### config.mk
export PLATFORM = sky130hd
export DESIGN_NAME = alu_arbiter
export DESIGN_NICKNAME = d
export VERILOG_FILES = /design/src/rtl/alu_arbiter.sv
export SDC_FILE = /design/constraint.sdc
export NUM_CORES = 1
export LEC_CHECK = 0
export CAP_MARGIN = 20
export CORE_AREA = 2 2 148 150
export CTS_CLUSTER_DIAMETER = 100
export CTS_CLUSTER_SIZE = 30
export DETAILED_ROUTE_END_ITERATION = 10
export DIE_AREA = 0 0 150 152
export HOLD_SLACK_MARGIN = 0.08
export PLACE_DENSITY = 0.66
export SLEW_MARGIN = 20
export SYNTH_ARGS = -nofsm -noshare
export SYNTH_HDL_FRONTEND = slang
export SYNTH_SLANG_ARGS = --single-unit
### constraint.sdc
create_clock -name clk -period 1.35 [get_ports clk]
set_clock_uncertainty 0.1 [all_clocks]
set_input_delay 0.2025 -clock clk [delete_from_list [all_inputs] [get_ports clk]]
set_output_delay 0.2025 -clock clk [all_outputs]
set_load 0.02 [all_outputs]
### src/rtl/alu_arbiter.sv
// alu_arbiter
// Shares one external combinational 32-bit ALU between two requesters.
// A request is granted in IDLE (round-robin or fixed priority), its fields
// are registered onto the ALU inputs for one EXEC cycle, the ALU outputs are
// captured at the end of EXEC, and the result is offered in RESP until the
// response channel consumes it.
//
// Handshake semantics (both request channels and the response channel):
//   a transfer happens on a rising edge where valid and ready are both 1.
//   The requester holds valid and its fields stable until that edge; ready
//   never depends on anything but state, last grant and the two valids.
//   rsp_* stay stable while rsp_valid = 1 and rsp_ready = 0.
//
// Ports
//   clk, rst                     clock, synchronous active-high reset
//   reqN_valid/ready             request handshake for requester N (0/1)
//   reqN_ctrl/src/a/b/imm        opcode, operand-2 select, operands
//   rsp_valid/ready              response handshake
//   rsp_id                       requester that owns the response
//   rsp_result/zero/overflow     captured ALU outputs (0 when illegal)
//   rsp_illegal                  opcode 11..15, operation not executed
//   alu_src/data1/data2/imm/ctrl registered ALU inputs
//   alu_result/zero/overflow     ALU outputs
module alu_arbiter #(
  parameter int RR_EN = 1
) (
  input  logic        clk,
  input  logic        rst,

  input  logic        req0_valid,
  output logic        req0_ready,
  input  logic [3:0]  req0_ctrl,
  input  logic        req0_src,
  input  logic [31:0] req0_a,
  input  logic [31:0] req0_b,
  input  logic [31:0] req0_imm,

  input  logic        req1_valid,
  output logic        req1_ready,
  input  logic [3:0]  req1_ctrl,
  input  logic        req1_src,
  input  logic [31:0] req1_a,
  input  logic [31:0] req1_b,
  input  logic [31:0] req1_imm,

  output logic        rsp_valid,
  input  logic        rsp_ready,
  output logic        rsp_id,
  output logic [31:0] rsp_result,
  output logic        rsp_zero,
  output logic        rsp_overflow,
  output logic        rsp_illegal,

  output logic        alu_src,
  output logic [31:0] alu_data1,
  output logic [31:0] alu_data2,
  output logic [31:0] alu_imm,
  output logic [3:0]  alu_ctrl,
  input  logic [31:0] alu_result,
  input  logic        alu_zero,
  input  logic        alu_overflow
);

  typedef enum logic [1:0] {
    IDLE = 2'd0,
    EXEC = 2'd1,
    RESP = 2'd2
  } state_t;

  localparam logic [3:0] LAST_LEGAL_OP = 4'd10;

  state_t state_q;
  state_t state_d;
  logic   last_grant_q;
  logic   grant;
  logic   accept;

  // Winner among the current valids. Only meaningful in IDLE; the ready
  // outputs gate it with the state.
  always_comb begin
    grant = 1'b0;
    if (req0_valid && !req1_valid) begin
      grant = 1'b0;
    end else if (!req0_valid && req1_valid) begin
      grant = 1'b1;
    end else if (req0_valid && req1_valid) begin
      grant = (RR_EN != 0) ? ~last_grant_q : 1'b0;
    end
  end

  assign req0_ready = (state_q == IDLE) && !grant && req0_valid;
  assign req1_ready = (state_q == IDLE) &&  grant && req1_valid;
  assign accept     = req0_ready || req1_ready;
  assign rsp_valid  = (state_q == RESP);

  // State register
  always_ff @(posedge clk) begin
    if (rst) begin
      state_q <= IDLE;
    end else begin
      state_q <= state_d;
    end
  end

  // Next-state logic
  always_comb begin
    state_d = state_q;
    case (state_q)
      IDLE:    if (accept) state_d = EXEC;
      EXEC:    state_d = RESP;
      RESP:    if (rsp_ready) state_d = IDLE;
      default: state_d = IDLE;
    endcase
  end

  // Datapath: operand registers, grant history and response capture.
  // last_grant resets to 1 so requester 0 wins the first tie.
  always_ff @(posedge clk) begin
    if (rst) begin
      last_grant_q <= 1'b1;
      rsp_id       <= 1'b0;
      rsp_result   <= 32'd0;
      rsp_zero     <= 1'b0;
      rsp_overflow <= 1'b0;
      rsp_illegal  <= 1'b0;
      alu_src      <= 1'b0;
      alu_data1    <= 32'd0;
      alu_data2    <= 32'd0;
      alu_imm      <= 32'd0;
      alu_ctrl     <= 4'd0;
    end else begin
      if (accept) begin
        alu_ctrl     <= grant ? req1_ctrl : req0_ctrl;
        alu_src      <= grant ? req1_src  : req0_src;
        alu_data1    <= grant ? req1_a    : req0_a;
        alu_data2    <= grant ? req1_b    : req0_b;
        alu_imm      <= grant ? req1_imm  : req0_imm;
        last_grant_q <= grant;
        rsp_id       <= grant;
      end
      // Whatever the ALU produces for an undefined opcode is discarded.
      if (state_q == EXEC) begin
        if (alu_ctrl > LAST_LEGAL_OP) begin
          rsp_result   <= 32'd0;
          rsp_zero     <= 1'b0;
          rsp_overflow <= 1'b0;
          rsp_illegal  <= 1'b1;
        end else begin
          rsp_result   <= alu_result;
          rsp_zero     <= alu_zero;
          rsp_overflow <= alu_overflow;
          rsp_illegal  <= 1'b0;
        end
      end
    end
  end

endmodule

# After elaboration in Yosys (flattened, before gate mapping)
# Cells that the tools add are included.
[word_totals] register_bits=140 elab_cells=46
[op_classes] eq_ne=4 n_reduce_logical=13 n_lt_le_gt_ge=1 bitwise_logic=1 muxes=15
[op_table] op="$mux W32" n=4
[op_table] op="$logic_and A1 B1 Y1" n=7
[op_table] op="$mux W1" n=7
[op_table] op="$pmux W2 S3" n=1
[op_table] op="$gt A4 B4 Y1 const B" n=1
[op_table] op="$mux W2" n=2
[op_table] op="$mux W4" n=1
[op_table] op="$logic_not A1 Y1" n=3
[op_table] op="$eq A2 B1 Y1 const B" n=1
[op_table] op="$eq A2 B2 Y1 const B" n=1
[op_table] op="$logic_not A2 Y1" n=1
[op_table] op="$ne A2 B1 Y1 const B" n=1
[op_table] op="$ne A2 B2 Y1 const B" n=1
[op_table] op="$reduce_and A2 Y1" n=1
[op_table] op="$logic_or A1 B1 Y1" n=1
[op_table] op="$not A1 Y1" n=1

# Longest topological paths before layout
[depth] depth_word=10 depth_mapped=5 mapped_depth_nobuf=3

# Worst setup path after synthesis
# Ideal clock, no wire load.
[synth_path] path_type="reg-to-output" start="register last_grant_q" end="output port req1_ready" required_ps=1048 path_stages_with_launch=4 path_buffers=1 setup_slack_ps=-130 arrival_time_ps=1177 cell_sequence="dfxtp_1 -> a21bo_2 -> clkbuf_1 -> nor3_1"
[synth_via] elab_chain_len=6
[synth_lines] item="from (decl)" line_no="74" rtl="logic last_grant_q;"
[synth_lines] item="from (signal assigned)" line_no="138" rtl="last_grant_q <= grant;"
[synth_lines] item="$not A1 Y1" line_no="87" rtl="grant = (RR_EN != 0) ? ~last_grant_q : 1'b0;"
[synth_lines] item="$mux W1" line_no="86" rtl="end else if (req0_valid && req1_valid) begin"
[synth_lines] item="$mux W1" line_no="84" rtl="end else if (!req0_valid && req1_valid) begin"
[synth_lines] item="$mux W1" line_no="82" rtl="if (req0_valid && !req1_valid) begin"
[synth_lines] item="$logic_and A1 B1 Y1 (2 in series)" line_no="92" rtl="assign req1_ready = (state_q == IDLE) && grant && req1_valid;"
[synth_lines] item="to (decl)" line_no="39" rtl="output logic req1_ready,"
# Every way passes these cells.

# Final worst setup path
[layout_path] start="register state_q[1]" end="output port req0_ready"
[layout_via] elab_chain_len=3
[layout_lines] item="from (decl)" line_no="72" rtl="state_t state_q;"
[layout_lines] item="from (signal assigned)" line_no="101" rtl="state_q <= state_d;"
[layout_lines] item="$logic_not A2 Y1" line_no="91" rtl="assign req0_ready = (state_q == IDLE) && !grant && req0_valid;"
[layout_lines] item="$logic_and A1 B1 Y1 (2 in series)" line_no="91"
[layout_lines] item="to (decl)" line_no="31" rtl="output logic req0_ready,"
# Every way passes these cells.

==> key figures <==
Floorplan
  • Initial Util: 29.5%
  • Core area: 0.0214 sq mm
  • Die area: 0.0228 sq mm
  • Die height: ~150 um
  • Io pins: ~380
  • Site Rows: 54
  • Die width: 150 um

Placed design
  • Placed Instances: around 1,300
  • I/O Buffers: 380
  • GPL Wtd Cong: roughly 0.8
  • Hpwl dp: ~17,000 um
  • Setup Slack @ Placement: -0.721 ns

STA
  • RSZ-0062 raised after global routing: yes
  • Final hold viol count: 0
  • Fin crit share: 125%
  • Worst Tran Pin Value: about 0.65 ns
  • Final setup viols: roughly 140
  • Final Max Slew Viols: 0
  • Final period demand of the worst path: about 1.7 ns
  • Final worst slack: -0.338 ns
  • Slew headroom: 56.5%
  • Fmax: slightly below 0.6 GHz

Final layout
  • Post-route non-filler standard cell count: roughly 1,400
  • Diode count: 0
  • Syn-to-layout area delta: 95.4%
  • # nets final: approximately 1,400
  • Layout cell share with drive strength beyond 1: between 30 and 40%

CTS
  • CTS Buffer Depth: 2
  • H-tree depth: 4
  • Clk sink count: 140
  • CTS tree: done
  • CTS buffer count: 17
  • Root buf cell: clkbuf_16
  • Worst-path clk slew: 0.07 ns
  • Clk_lat worst skew: about 0.42 ns

Detailed routing
  • DR vias: 7,115
  • # DRC: 0
  • Pre-Repair DR Iteration Count: 4
  • Final WL: 28,400 um
  • Initial drt markers: around 250
  • DR vias/cell: approximately 5.1
  • Drt wl/cell: between 20 and 25 um
  • Antenna-violating nets left: 0

Global routing
  • Largest net degree at the start of global routing: 53
  • GRT Resource Usage Total: between 20% and 30%
  • Congestion Overflow GR: 0
  • Number of global-route vias before repair: 7,089
  • First-pass GRT wire length: roughly 40,000 um
  • Initial antenna violation count: 0

Worst setup path
  • Worst r2r path cells: 8
  • Crit path launch type: flop
  • Crit path max fanout: 2
  • Worst reg2reg setup slack: -0.31 ns
  • RR Endpoint: alu_data2[17]$_SDFFE_PP0P_
  • Cell chain of the critical path: or3b_4 > nor2_4 > buf_6
  • Critical path type: reg -> out
  • Worst Path Arrival: ~1.4 ns
  • Worst path slowest cell: or3b_4
  • CP Data Required Time: 1.05 ns
  • R2R Path Start: state_q[1]$_SDFFE_PP0P_
  • CP endpoint kind: output pin
  • CP peak stage delay: 0.41 ns

Pwr
  • Cell Pwr Density: around 1300 mW/mm^2
  • Static Leak: slightly above 0.005 uW
  • Max rail drop VDD: a little over 0.7 mV
  • Power Total: ~15,000 uW

Worst hold path
  • Min-Delay Path Depth: 3
  • Min-delay src: rst
  • Hold WC Path Type: in -> reg
  • WHS Endpoint: alu_ctrl[2]$_SDFFE_PP0P_

Logic synthesis
  • Mean Syn Cell Area: about 9.3 sq um
  • Async set-reset flop share out of synthesis: 0%
  • Count of different cell masters after synthesis: 25
  • Area contributors post-synth: dfxtp_1, a311oi_2, nand2_1
  • Post-synth top flop: dfxtp_1
  • Top-area cell type share of the netlist area: between 40 and 50%
  • Post-Syn Nets: around 920
  • Area leader, netlist: dfxtp_1
  • Post-synth EDFFs: 0
  • FF+latch count, synth: 140
  • Synthesized area: 0.00630 sq mm
  • Register area share after synthesis: 44.5%
  • Synthesized instance count: ~680
  • Count leader, synth: nand2_1
  • List of most frequent post-synthesis cells: nand2_1, dfxtp_1, a21oi_1
  • Synth Warn #: 0

Status
  • Failing checks: negative setup slack
  • Outcome: complete, but fails checks

Flow run
  • Max-cap violations: 0
==> worst max path at each step <==
stage,from,end,depth (start not counted)
floorplan,alu_ctrl[0]$_SDFFE_PP0P_,rsp_overflow$_SDFFE_PP0N_,4
global placement,req0_valid,req0_ready,4
detailed placement,req0_valid,req0_ready,4
CTS,state_q[1]$_SDFFE_PP0P_,req0_ready,3
global route,state_q[1]$_SDFFE_PP0P_,req0_ready,3
finish,state_q[1]$_SDFFE_PP0P_,req0_ready,3
==> kinds of logic (layout without fill, tap and decap cells) <==
group / count (synthesis) / count (layout) / share of synthesized area, %
buffers and inverters: 73 / 526 / 6.12
DFF: 140 / 140 / 44.5
AOI/OAI and AO/OA: 244 / 244 / 35.9
and+or+nand+nor: 218 / 218 / 13.5
==> flip-flops by register name, indices dropped and copies added, names as in the netlist <==
name	cells
alu_src	1
alu_data2	32
state_q	2
rsp_id	1
alu_data1	32
last_grant_q	1
alu_imm	32
alu_ctrl	4
rsp_overflow	1
rsp_zero	1
rsp_illegal	1
rsp_result	32
==> routing by layer <==
metal  up-vias  wire length (um)  global-route usage, %
met5         -                 0                      0
met4         0               706                   8.13
met3        43              1930                   5.71
met2       281             14000                   39.4
met1      3423             11800                   28.7
li1       3368                 -                      -
==> area by class of cell <==
cell class,instances,area (sq um)
clock buffers,17,425
clock inverters,15,223
fillers,1952,9050
multi-input cells,462,3260
flip-flops and latches,140,2810
well taps,280,350
repair buffers,494,5230
==> critical path, delay by kind of cell, from the launching register on <==
| family | cells | cell delay [ns] |
|---|---|---|
| buffers and inverters | 1 | 0.12 |
| flip-flops | 1 | 0.32 |
| AND/OR/NAND/NOR | 2 | 0.52 |
==> stage by stage <==
stage               utilization, %  TNS (ns)  hold slack, ns  cell area (sq um)
floorplan                        -    -0.491           0.235               6310
global placement              50.0    -62.96           0.357              10700
detailed placement            50.0    -63.03           0.353              10700
CTS                           55.9    -22.81           0.189              11900
global route                  57.6    -38.04           0.227              12300
finish                        57.6    -29.07           0.213              12300
==> power by group <==
part	switching (uW)	internal (uW)	leakage (uW)	total, uW
Combinational	2510	2810	0.00367	5320
Sequential	247	4610	0.00116	4850
Clock	2130	3180	0.000316	5310
==> cells in the final DEF, fill, tap and decap left out, drive strengths merged, types with 2 or more instances in the layout <==
cell and count:
clkdlybuf4s50 237, buf 231, nand2 202, dfxtp 140, a21oi 103, a311oi 101
a22o 34, clkbuf 30, inv 10, clkdlybuf4s15 6, nor2 5, bufinv 4
nor2b 4, bufbuf 3, dlygate4sd3 2, dlygate4sd2 2, nor3 2, nand2b 2
==> repair_timing <==
item | 4_1_cts | 5_1_grt
endpoints found under the setup margin | 277 | 199
gates resized for setup | 544 | 109
hold endpoints to repair | 10 | 0
gates cloned | 19 | 15
pin swaps | 43 | 76
buffers inserted | 13 | 22
hold buffers | 2 | 0
(Power assumes the default switching activity.)
